$ cat src/rtl/rv64g_l2_probe_engine.sv
// Coherence probe sequencer: reads a directory entry, probes conflicting cores over
// TileLink B, collects C-channel acks, then writes the updated entry back.
module rv64g_l2_probe_engine #(
  parameter int SETS  = 256,
  parameter int WAYS  = 16,
  parameter int CORES = 4,
  localparam int SW = $clog2(SETS),
  localparam int WW = $clog2(WAYS),
  localparam int CW = $clog2(CORES)
) (
  input  logic                  clk,
  input  logic                  rst_n,
  input  logic                  req_valid_i,
  output logic                  req_ready_o,
  input  logic [SW-1:0]         req_set_i,
  input  logic [WW-1:0]         req_way_i,
  input  logic [CW-1:0]         req_core_i,
  input  logic                  req_excl_i,
  output logic [SW-1:0]         dir_rd_set_o,
  input  logic [WAYS-1:0]       dir_rd_valid_i,
  input  logic [WAYS*CORES-1:0] dir_rd_sharers_i,
  input  logic [WAYS-1:0]       dir_rd_owner_valid_i,
  input  logic [WAYS*CW-1:0]    dir_rd_owner_id_i,
  input  logic [WAYS-1:0]       dir_rd_dirty_i,
  output logic                  dir_we_o,
  output logic [SW-1:0]         dir_wr_set_o,
  output logic [WW-1:0]         dir_wr_way_o,
  output logic                  dir_wr_valid_o,
  output logic [CORES-1:0]      dir_wr_sharers_o,
  output logic                  dir_wr_owner_valid_o,
  output logic [CW-1:0]         dir_wr_owner_id_o,
  output logic                  dir_wr_dirty_o,
  output logic                  probe_valid_o,
  input  logic                  probe_ready_i,
  output logic [CW-1:0]         probe_core_o,
  output logic [1:0]            probe_cap_o,
  input  logic                  pack_valid_i,
  input  logic [CW-1:0]         pack_core_i,
  input  logic                  pack_data_i,
  output logic                  done_o,
  output logic                  done_data_o,
  output logic                  err_o,
  output logic [1:0]            dbg_state_o
);

  typedef enum logic [1:0] {
    ST_IDLE   = 2'd0,
    ST_LOOKUP = 2'd1,
    ST_PROBE  = 2'd2,
    ST_UPDATE = 2'd3
  } state_e;

  localparam logic [1:0] CAP_TO_B = 2'd1;
  localparam logic [1:0] CAP_TO_N = 2'd2;

  state_e           state_q, state_d;
  logic [SW-1:0]    set_q, set_d;
  logic [WW-1:0]    way_q, way_d;
  logic [CW-1:0]    core_q, core_d;
  logic             excl_q, excl_d;
  logic [CORES-1:0] pending_q, pending_d;
  logic [CORES-1:0] outstanding_q, outstanding_d;
  logic             data_seen_q, data_seen_d;
  logic             err_q, err_d;
  logic [CORES-1:0] old_sharers_q, old_sharers_d;
  logic             old_ov_q, old_ov_d;
  logic [CW-1:0]    old_oid_q, old_oid_d;
  logic             old_dirty_q, old_dirty_d;
  logic             wr_valid_q, wr_valid_d;
  logic [CORES-1:0] wr_sharers_q, wr_sharers_d;
  logic             wr_ov_q, wr_ov_d;
  logic [CW-1:0]    wr_oid_q, wr_oid_d;
  logic             wr_dirty_q, wr_dirty_d;

  logic             entry_valid;
  logic [CORES-1:0] cur_sharers;
  logic             cur_ov;
  logic [CW-1:0]    cur_oid;
  logic             cur_dirty;
  logic [CORES-1:0] req_bit;
  logic [CORES-1:0] owner_bit;
  logic [CORES-1:0] probe_mask;
  logic             req_is_owner;
  logic [CW-1:0]    probe_idx;
  logic             probe_fire;
  logic [CORES-1:0] issue_bit;
  logic [CORES-1:0] ack_clr;
  logic             in_probe;

  assign in_probe = (state_q == ST_PROBE);

  // Entry fields: live from the directory during LOOKUP, from the captured copy afterwards.
  // An invalid entry reads as all-zero so stale fields never leak into the mask or write data.
  always_comb begin
    entry_valid = dir_rd_valid_i[way_q];
    cur_sharers = old_sharers_q;
    cur_ov      = old_ov_q;
    cur_oid     = old_oid_q;
    cur_dirty   = old_dirty_q;
    if (state_q == ST_LOOKUP) begin
      cur_sharers = entry_valid ? dir_rd_sharers_i[way_q*CORES +: CORES] : '0;
      cur_ov      = entry_valid & dir_rd_owner_valid_i[way_q];
      cur_oid     = entry_valid ? dir_rd_owner_id_i[way_q*CW +: CW] : '0;
      cur_dirty   = entry_valid & dir_rd_dirty_i[way_q];
    end
    req_bit      = CORES'(1) << core_q;
    req_is_owner = cur_ov && (cur_oid == core_q);
    owner_bit    = (cur_ov && !req_is_owner) ? (CORES'(1) << cur_oid) : '0;
    probe_mask   = excl_q ? ((cur_sharers & ~req_bit) | owner_bit) : owner_bit;
  end

  always_comb begin
    probe_idx = '0;
    for (int i = CORES - 1; i >= 0; i--) begin
      if (pending_q[i]) probe_idx = CW'(i);
    end
  end

  assign probe_fire = in_probe && (pending_q != '0) && probe_ready_i;
  assign issue_bit  = probe_fire ? (CORES'(1) << probe_idx) : '0;

  always_comb begin
    state_d       = state_q;
    set_d         = set_q;
    way_d         = way_q;
    core_d        = core_q;
    excl_d        = excl_q;
    pending_d     = pending_q;
    outstanding_d = outstanding_q;
    data_seen_d   = data_seen_q;
    err_d         = err_q;
    old_sharers_d = old_sharers_q;
    old_ov_d      = old_ov_q;
    old_oid_d     = old_oid_q;
    old_dirty_d   = old_dirty_q;
    wr_valid_d    = 1'b1;
    wr_sharers_d  = '0;
    wr_ov_d       = 1'b0;
    wr_oid_d      = '0;
    wr_dirty_d    = 1'b0;
    ack_clr       = '0;

    // Write-back image, only latched on the cycle that enters UPDATE.
    if (excl_q) begin
      wr_ov_d    = 1'b1;
      wr_oid_d   = core_q;
      wr_dirty_d = cur_dirty & (cur_oid == core_q);
    end else if (req_is_owner) begin
      wr_sharers_d = cur_sharers;
      wr_ov_d      = cur_ov;
      wr_oid_d     = cur_oid;
      wr_dirty_d   = cur_dirty;
    end else begin
      wr_sharers_d = cur_sharers | req_bit | owner_bit;
    end

    if (pack_valid_i) begin
      if (in_probe && outstanding_q[pack_core_i]) begin
        ack_clr     = CORES'(1) << pack_core_i;
        data_seen_d = data_seen_q | pack_data_i;
      end else begin
        err_d = 1'b1;
      end
    end

    case (state_q)
      ST_IDLE: begin
        if (req_valid_i) begin
          set_d         = req_set_i;
          way_d         = req_way_i;
          core_d        = req_core_i;
          excl_d        = req_excl_i;
          pending_d     = '0;
          outstanding_d = '0;
          data_seen_d   = 1'b0;
          state_d       = ST_LOOKUP;
        end
      end
      ST_LOOKUP: begin
        old_sharers_d = cur_sharers;
        old_ov_d      = cur_ov;
        old_oid_d     = cur_oid;
        old_dirty_d   = cur_dirty;
        pending_d     = probe_mask;
        state_d       = (probe_mask == '0) ? ST_UPDATE : ST_PROBE;
      end
      ST_PROBE: begin
        pending_d     = pending_q & ~issue_bit;
        outstanding_d = (outstanding_q & ~ack_clr) | issue_bit;
        if (pending_d == '0 && outstanding_d == '0) state_d = ST_UPDATE;
      end
      ST_UPDATE: begin
        pending_d     = '0;
        outstanding_d = '0;
        state_d       = ST_IDLE;
      end
      default: state_d = ST_IDLE;
    endcase
  end

  always_ff @(posedge clk or negedge rst_n) begin
    if (!rst_n) begin
      state_q       <= ST_IDLE;
      set_q         <= '0;
      way_q         <= '0;
      core_q        <= '0;
      excl_q        <= 1'b0;
      pending_q     <= '0;
      outstanding_q <= '0;
      data_seen_q   <= 1'b0;
      err_q         <= 1'b0;
      old_sharers_q <= '0;
      old_ov_q      <= 1'b0;
      old_oid_q     <= '0;
      old_dirty_q   <= 1'b0;
      wr_valid_q    <= 1'b0;
      wr_sharers_q  <= '0;
      wr_ov_q       <= 1'b0;
      wr_oid_q      <= '0;
      wr_dirty_q    <= 1'b0;
    end else begin
      state_q       <= state_d;
      set_q         <= set_d;
      way_q         <= way_d;
      core_q        <= core_d;
      excl_q        <= excl_d;
      pending_q     <= pending_d;
      outstanding_q <= outstanding_d;
      data_seen_q   <= data_seen_d;
      err_q         <= err_d;
      old_sharers_q <= old_sharers_d;
      old_ov_q      <= old_ov_d;
      old_oid_q     <= old_oid_d;
      old_dirty_q   <= old_dirty_d;
      if (state_d == ST_UPDATE && state_q != ST_UPDATE) begin
        wr_valid_q   <= wr_valid_d;
        wr_sharers_q <= wr_sharers_d;
        wr_ov_q      <= wr_ov_d;
        wr_oid_q     <= wr_oid_d;
        wr_dirty_q   <= wr_dirty_d;
      end
    end
  end

  logic upd;
  assign upd = (state_q == ST_UPDATE);

  assign req_ready_o          = (state_q == ST_IDLE);
  assign dir_rd_set_o         = (state_q == ST_LOOKUP) ? set_q : '0;
  assign dir_we_o             = upd;
  assign dir_wr_set_o         = upd ? set_q : '0;
  assign dir_wr_way_o         = upd ? way_q : '0;
  assign dir_wr_valid_o       = upd & wr_valid_q;
  assign dir_wr_sharers_o     = upd ? wr_sharers_q : '0;
  assign dir_wr_owner_valid_o = upd & wr_ov_q;
  assign dir_wr_owner_id_o    = upd ? wr_oid_q : '0;
  assign dir_wr_dirty_o       = upd & wr_dirty_q;
  assign probe_valid_o        = in_probe && (pending_q != '0);
  assign probe_core_o         = probe_valid_o ? probe_idx : '0;
  assign probe_cap_o          = probe_valid_o ? (excl_q ? CAP_TO_N : CAP_TO_B) : 2'd0;
  assign done_o               = upd;
  assign done_data_o          = upd & data_seen_q;
  assign err_o                = err_q;
  assign dbg_state_o          = state_q;

endmodule

$ cat config.mk
export PLATFORM = sky130hd
export DESIGN_NAME = rv64g_l2_probe_engine
export DESIGN_NICKNAME = d
export VERILOG_FILES = /design/src/rtl/rv64g_l2_probe_engine.sv
export SDC_FILE = /design/constraint.sdc
export NUM_CORES = 1
export LEC_CHECK = 0
export ABC_CLOCK_PERIOD_IN_PS = 3000
export CAP_MARGIN = 20
export CORE_MARGIN = 2
export CORE_UTILIZATION = 40
export CTS_CLUSTER_SIZE = 24
export DETAILED_ROUTE_END_ITERATION = 8
export PLACE_DENSITY = 0.93
export SLEW_MARGIN = 20
export SYNTH_ARGS = -nofsm -noshare
export SYNTH_HDL_FRONTEND = slang
export SYNTH_SLANG_ARGS = --single-unit
$ cat constraint.sdc
create_clock -name clk -period 3 [get_ports clk]
set_input_delay 0.45 -clock clk [delete_from_list [all_inputs] [get_ports clk]]
set_output_delay 0.45 -clock clk [all_outputs]
set_load 0.005 [all_outputs]
==> results.json <==
{
  "worst_hold_path_type": "in2async",
  "grt_overflow_total": 0,
  "timing.final.hold_violations": 0,
  "grt_antenna_before_repair": 0,
  "post_synthesis_average_cell_area_um2": 10.3,
  "postSynthCellCount": 363,
  "place_hpwl_um": 11600,
  "timing.critical_path.fanout_max": 7,
  "setup-violations-final": 0,
  "wl_um": 14100,
  "p_per_area_nw_per_um2": 886,
  "synth.net_count": 535,
  "clock-skew-final_ns": 0.00704,
  "clock_tree.htree_level_count": 2,
  "synth_area_leaders": "dfrtp_1 (29%), mux4_2 (19%), mux2_2 (6.9%), and2_1 (6.4%), mux2i_1 (4.0%)",
  "crit-reg2reg-launch": "way_q[0]",
  "critical_path_arrival_ns": 3.12,
  "ys_async_sr_fraction_pct": 100,
  "clock_path_buffers": 2,
  "worst_case_setup_slack_after_placement_ns": -0.180,
  "timing.critical_path.from_type": "flip-flop",
  "post_syn_area_um2": 3740,
  "path_depth": 10,
  "final_design_area_no_fill_um2": 6320,
  "worst_slack_ns": 0.0774,
  "final_cell_count_no_fill": 706,
  "period_share_pct": 97.4,
  "synth_enable_flop_cells": 0,
  "worst_path_largest_cell_delay_ns": 0.50,
  "clock_tree.root_cell": "clkbuf_8",
  "finalWorstPathRequiredPeriod_ns": 2.92,
  "setup-tns-final_ns": 0,
  "drc_errors": 0,
  "clkLatencyLatePin_ns": 0.31,
  "fp.coreArea_um2": 9150,
  "wl_per_cell_um": 20.0,
  "reg2regPathDepth": 10,
  "cp.buffers_inverters": 2,
  "cts_hold_repair.buffers": 0,
  "core.rowCount": 35,
  "synthTopCellsByCount": "dfrtp_1 (44), and2_1 (38), mux4_2 (31), nand2_1 (31), mux2_2 (23)",
  "worstMarginPinSlew_ns": 0.670,
  "critical_path_required_ns": 3.20,
  "ir_drop_mv": 0.505,
  "synth-seq-area-share_pct": 29.4,
  "vias": 3997,
  "fmaxAchievable_mhz": 342,
  "diodes_inserted": 0,
  "drtAntennaViolNets": 0,
  "vias_in_the_first_global_route": 4246,
  "grt_pass1_wl_um": 22100,
  "die_h_um": 101,
  "die_area_um2": 10100,
  "power.internal_uw": 3310,
  "gp_congestion": 0.895,
  "post_drt_via_cell_ratio": 5.66,
  "tritoncts_num_sinks": 44,
  "p_leak_uw": 0.00255,
  "clkPwrFrac_pct": 8.5,
  "seq_power_share_pct": 19.9,
  "grt.total_usage_pct": 28.2,
  "first_iter_violations": 336,
  "p_sw_uw": 2290,
  "synth.largest_area_cell": "dfrtp_1",
  "worstReg2RegEnd": "wr_oid_q[1]",
  "drv.max_cap_violation_count": 0,
  "tritoncts": "built",
  "switching_share_pct": 40.9,
  "ys_dominant_reg_cell": "dfrtp_1",
  "timing_max_transition_violations_final": 0,
  "worst_setup_path_end_kind": "flip-flop",
  "reg2reg_slack_ns": 0.08,
  "outcome": "finished clean",
  "cpLargestDelayFamily": "compound AO/OA/AOI/OAI gates",
  "yosys.area.top_type_share_pct": 29.4,
  "synth-seq-cells": 44,
  "netlist-cell-type-count": 57,
  "layout-area-overhead-vs-synth_pct": 69.1,
  "pwr-share-comb_pct": 71.6,
  "crit_chain": "buf_12 > mux4_2 > a22oi_1 > nand2_1 > a221o_1 > a211o_1 > nand2_2 > a31oi_4 > buf_2 > mux2_2",
  "critical_path.slowest_cell": "mux4_2",
  "criticalPathCategory": "reg2reg",
  "dpl-instance-area_um2": 6080,
  "drt-pass1-iter-count": 5,
  "die-width_um": 101,
  "initial_utilization_pct": 40.9,
  "design.final.nets": 766,
  "slew-limit-headroom_pct": 55.2,
  "post_route_cells_drive_above_1_share_pct": 20.0,
  "placement.io_buffers": 207,
  "yosysMostFrequentCell": "dfrtp_1",
  "grt_start_max_net_pins": 45,
  "yosys_warnings": 0,
  "io-pin-count": 208,
  "dpl.cell_count": 692,
  "clk_transition_reported_paths_ns": 0.09,
  "tritoncts.num_buffers": 5
}
[registers in the layout (all words and copies together), names as in the netlist, 2 cells and up]
name	cells
set_q	8
old_sharers_q	4
outstanding_q	4
pending_q	4
way_q	4
wr_sharers_q	4
core_q	2
dbg_state_o	2
old_oid_q	2
wr_oid_q	2
[metal layers]
metal / vias up / share of wire [%] / global-route usage [%]
met3: 35 / 5.7 / 5.06
met4: 0 / 2.7 / 6.53
met5: - / 0 / 0
met2: 190 / 53 / 53.3
met1: 1931 / 38 / 32.8
li1: 1841 / - / -
[worst max path at each step]
stage,from,end,slack [ns]
floorplan,way_q[0],wr_dirty_q,0.34
global placement,dir_rd_valid_i[15],wr_sharers_q[0],-0.09
detailed placement,dir_rd_owner_id_i[20],wr_sharers_q[3],-0.18
CTS,way_q[0],wr_sharers_q[3],0.002
global route,way_q[0],wr_oid_q[1],-0.03
finish,way_q[0],wr_oid_q[1],0.08
[what timing repair did]
action                                  in CTS  in global routing
endpoints found under the setup margin       8                  8
pin swaps                                    0                  4
resized for setup                            3                 13
buffers inserted                             0                  6
endpoints found under the hold margin        0                  0
[area by class of cell]
| type | instances | area, um2 |
|---|---|---|
| fill | 647 | 2830 |
| multi-input combinational | 284 | 2510 |
| timing repair buffer | 245 | 2400 |
| sequential | 44 | 1110 |
| tap | 111 | 139 |
| clock buffer | 5 | 68.8 |
| inverter | 14 | 52.6 |
| clock inverter | 3 | 46.3 |
[through the flow]
| step | power [uW] | util, % | hold slack [ns] |
|---|---|---|---|
| 4_1_cts | 5300 | 67.8 | 0.337 |
| 3_5_place_dp | 4810 | 66.4 | 0.452 |
| 5_1_grt | 5980 | 69.1 | 0.175 |
| 3_3_place_gp | 4670 | 66.4 | 0.450 |
| 2_1_floorplan | 3310 | - | 0.154 |
| 6_report | 5600 | 69.1 | 0.118 |
[power groups by stage]
| stage | clock, uW | sequential, uW | combinational [uW] |
|---|---|---|---|
| global route | 498 | 1150 | 4330 |
| finish | 474 | 1120 | 4010 |
| global placement | 0 | 1110 | 3560 |
| detailed placement | 0 | 1130 | 3680 |
| CTS | 476 | 1120 | 3700 |
| floorplan | 0 | 940 | 2370 |
[cell usage in the layout, fill, tap and decap left out, types with 2 or more instances in the layout]
master	count
dfrtp_1	42
nor3b_1	2
buf_4	34
a31oi_1	6
and2_1	38
nand4_1	5
mux4_2	31
clkbuf_8	5
o211ai_1	2
nand3_1	2
a31o_2	3
mux2i_1	15
clkdlybuf4s50_1	206
nor2b_1	6
buf_12	4
nor3_1	2
o31ai_1	5
ha_1	5
nor2_1	15
o21ai_0	14
a22oi_1	11
inv_1	14
nand4b_1	2
a22o_1	6
a22oi_2	3
mux2_2	23
a21oi_1	11
nand2_1	30
o22ai_1	3
a21boi_0	2
nand2b_1	11
[cells by family (layout without fill, tap and decap cells)]
group,Yosys count,after routing,share of synthesized area (%)
and+or+nand+nor,122,122,17.6
AOI/OAI and AO/OA,87,87,16.9
muxes,69,69,29.6
DFF,44,44,29.4
buffers and inverters,35,267,4.58
adders and majority gates,5,5,1.67
xor gates and xnor gates,1,1,0.234
(Power assumes the default switching activity.)
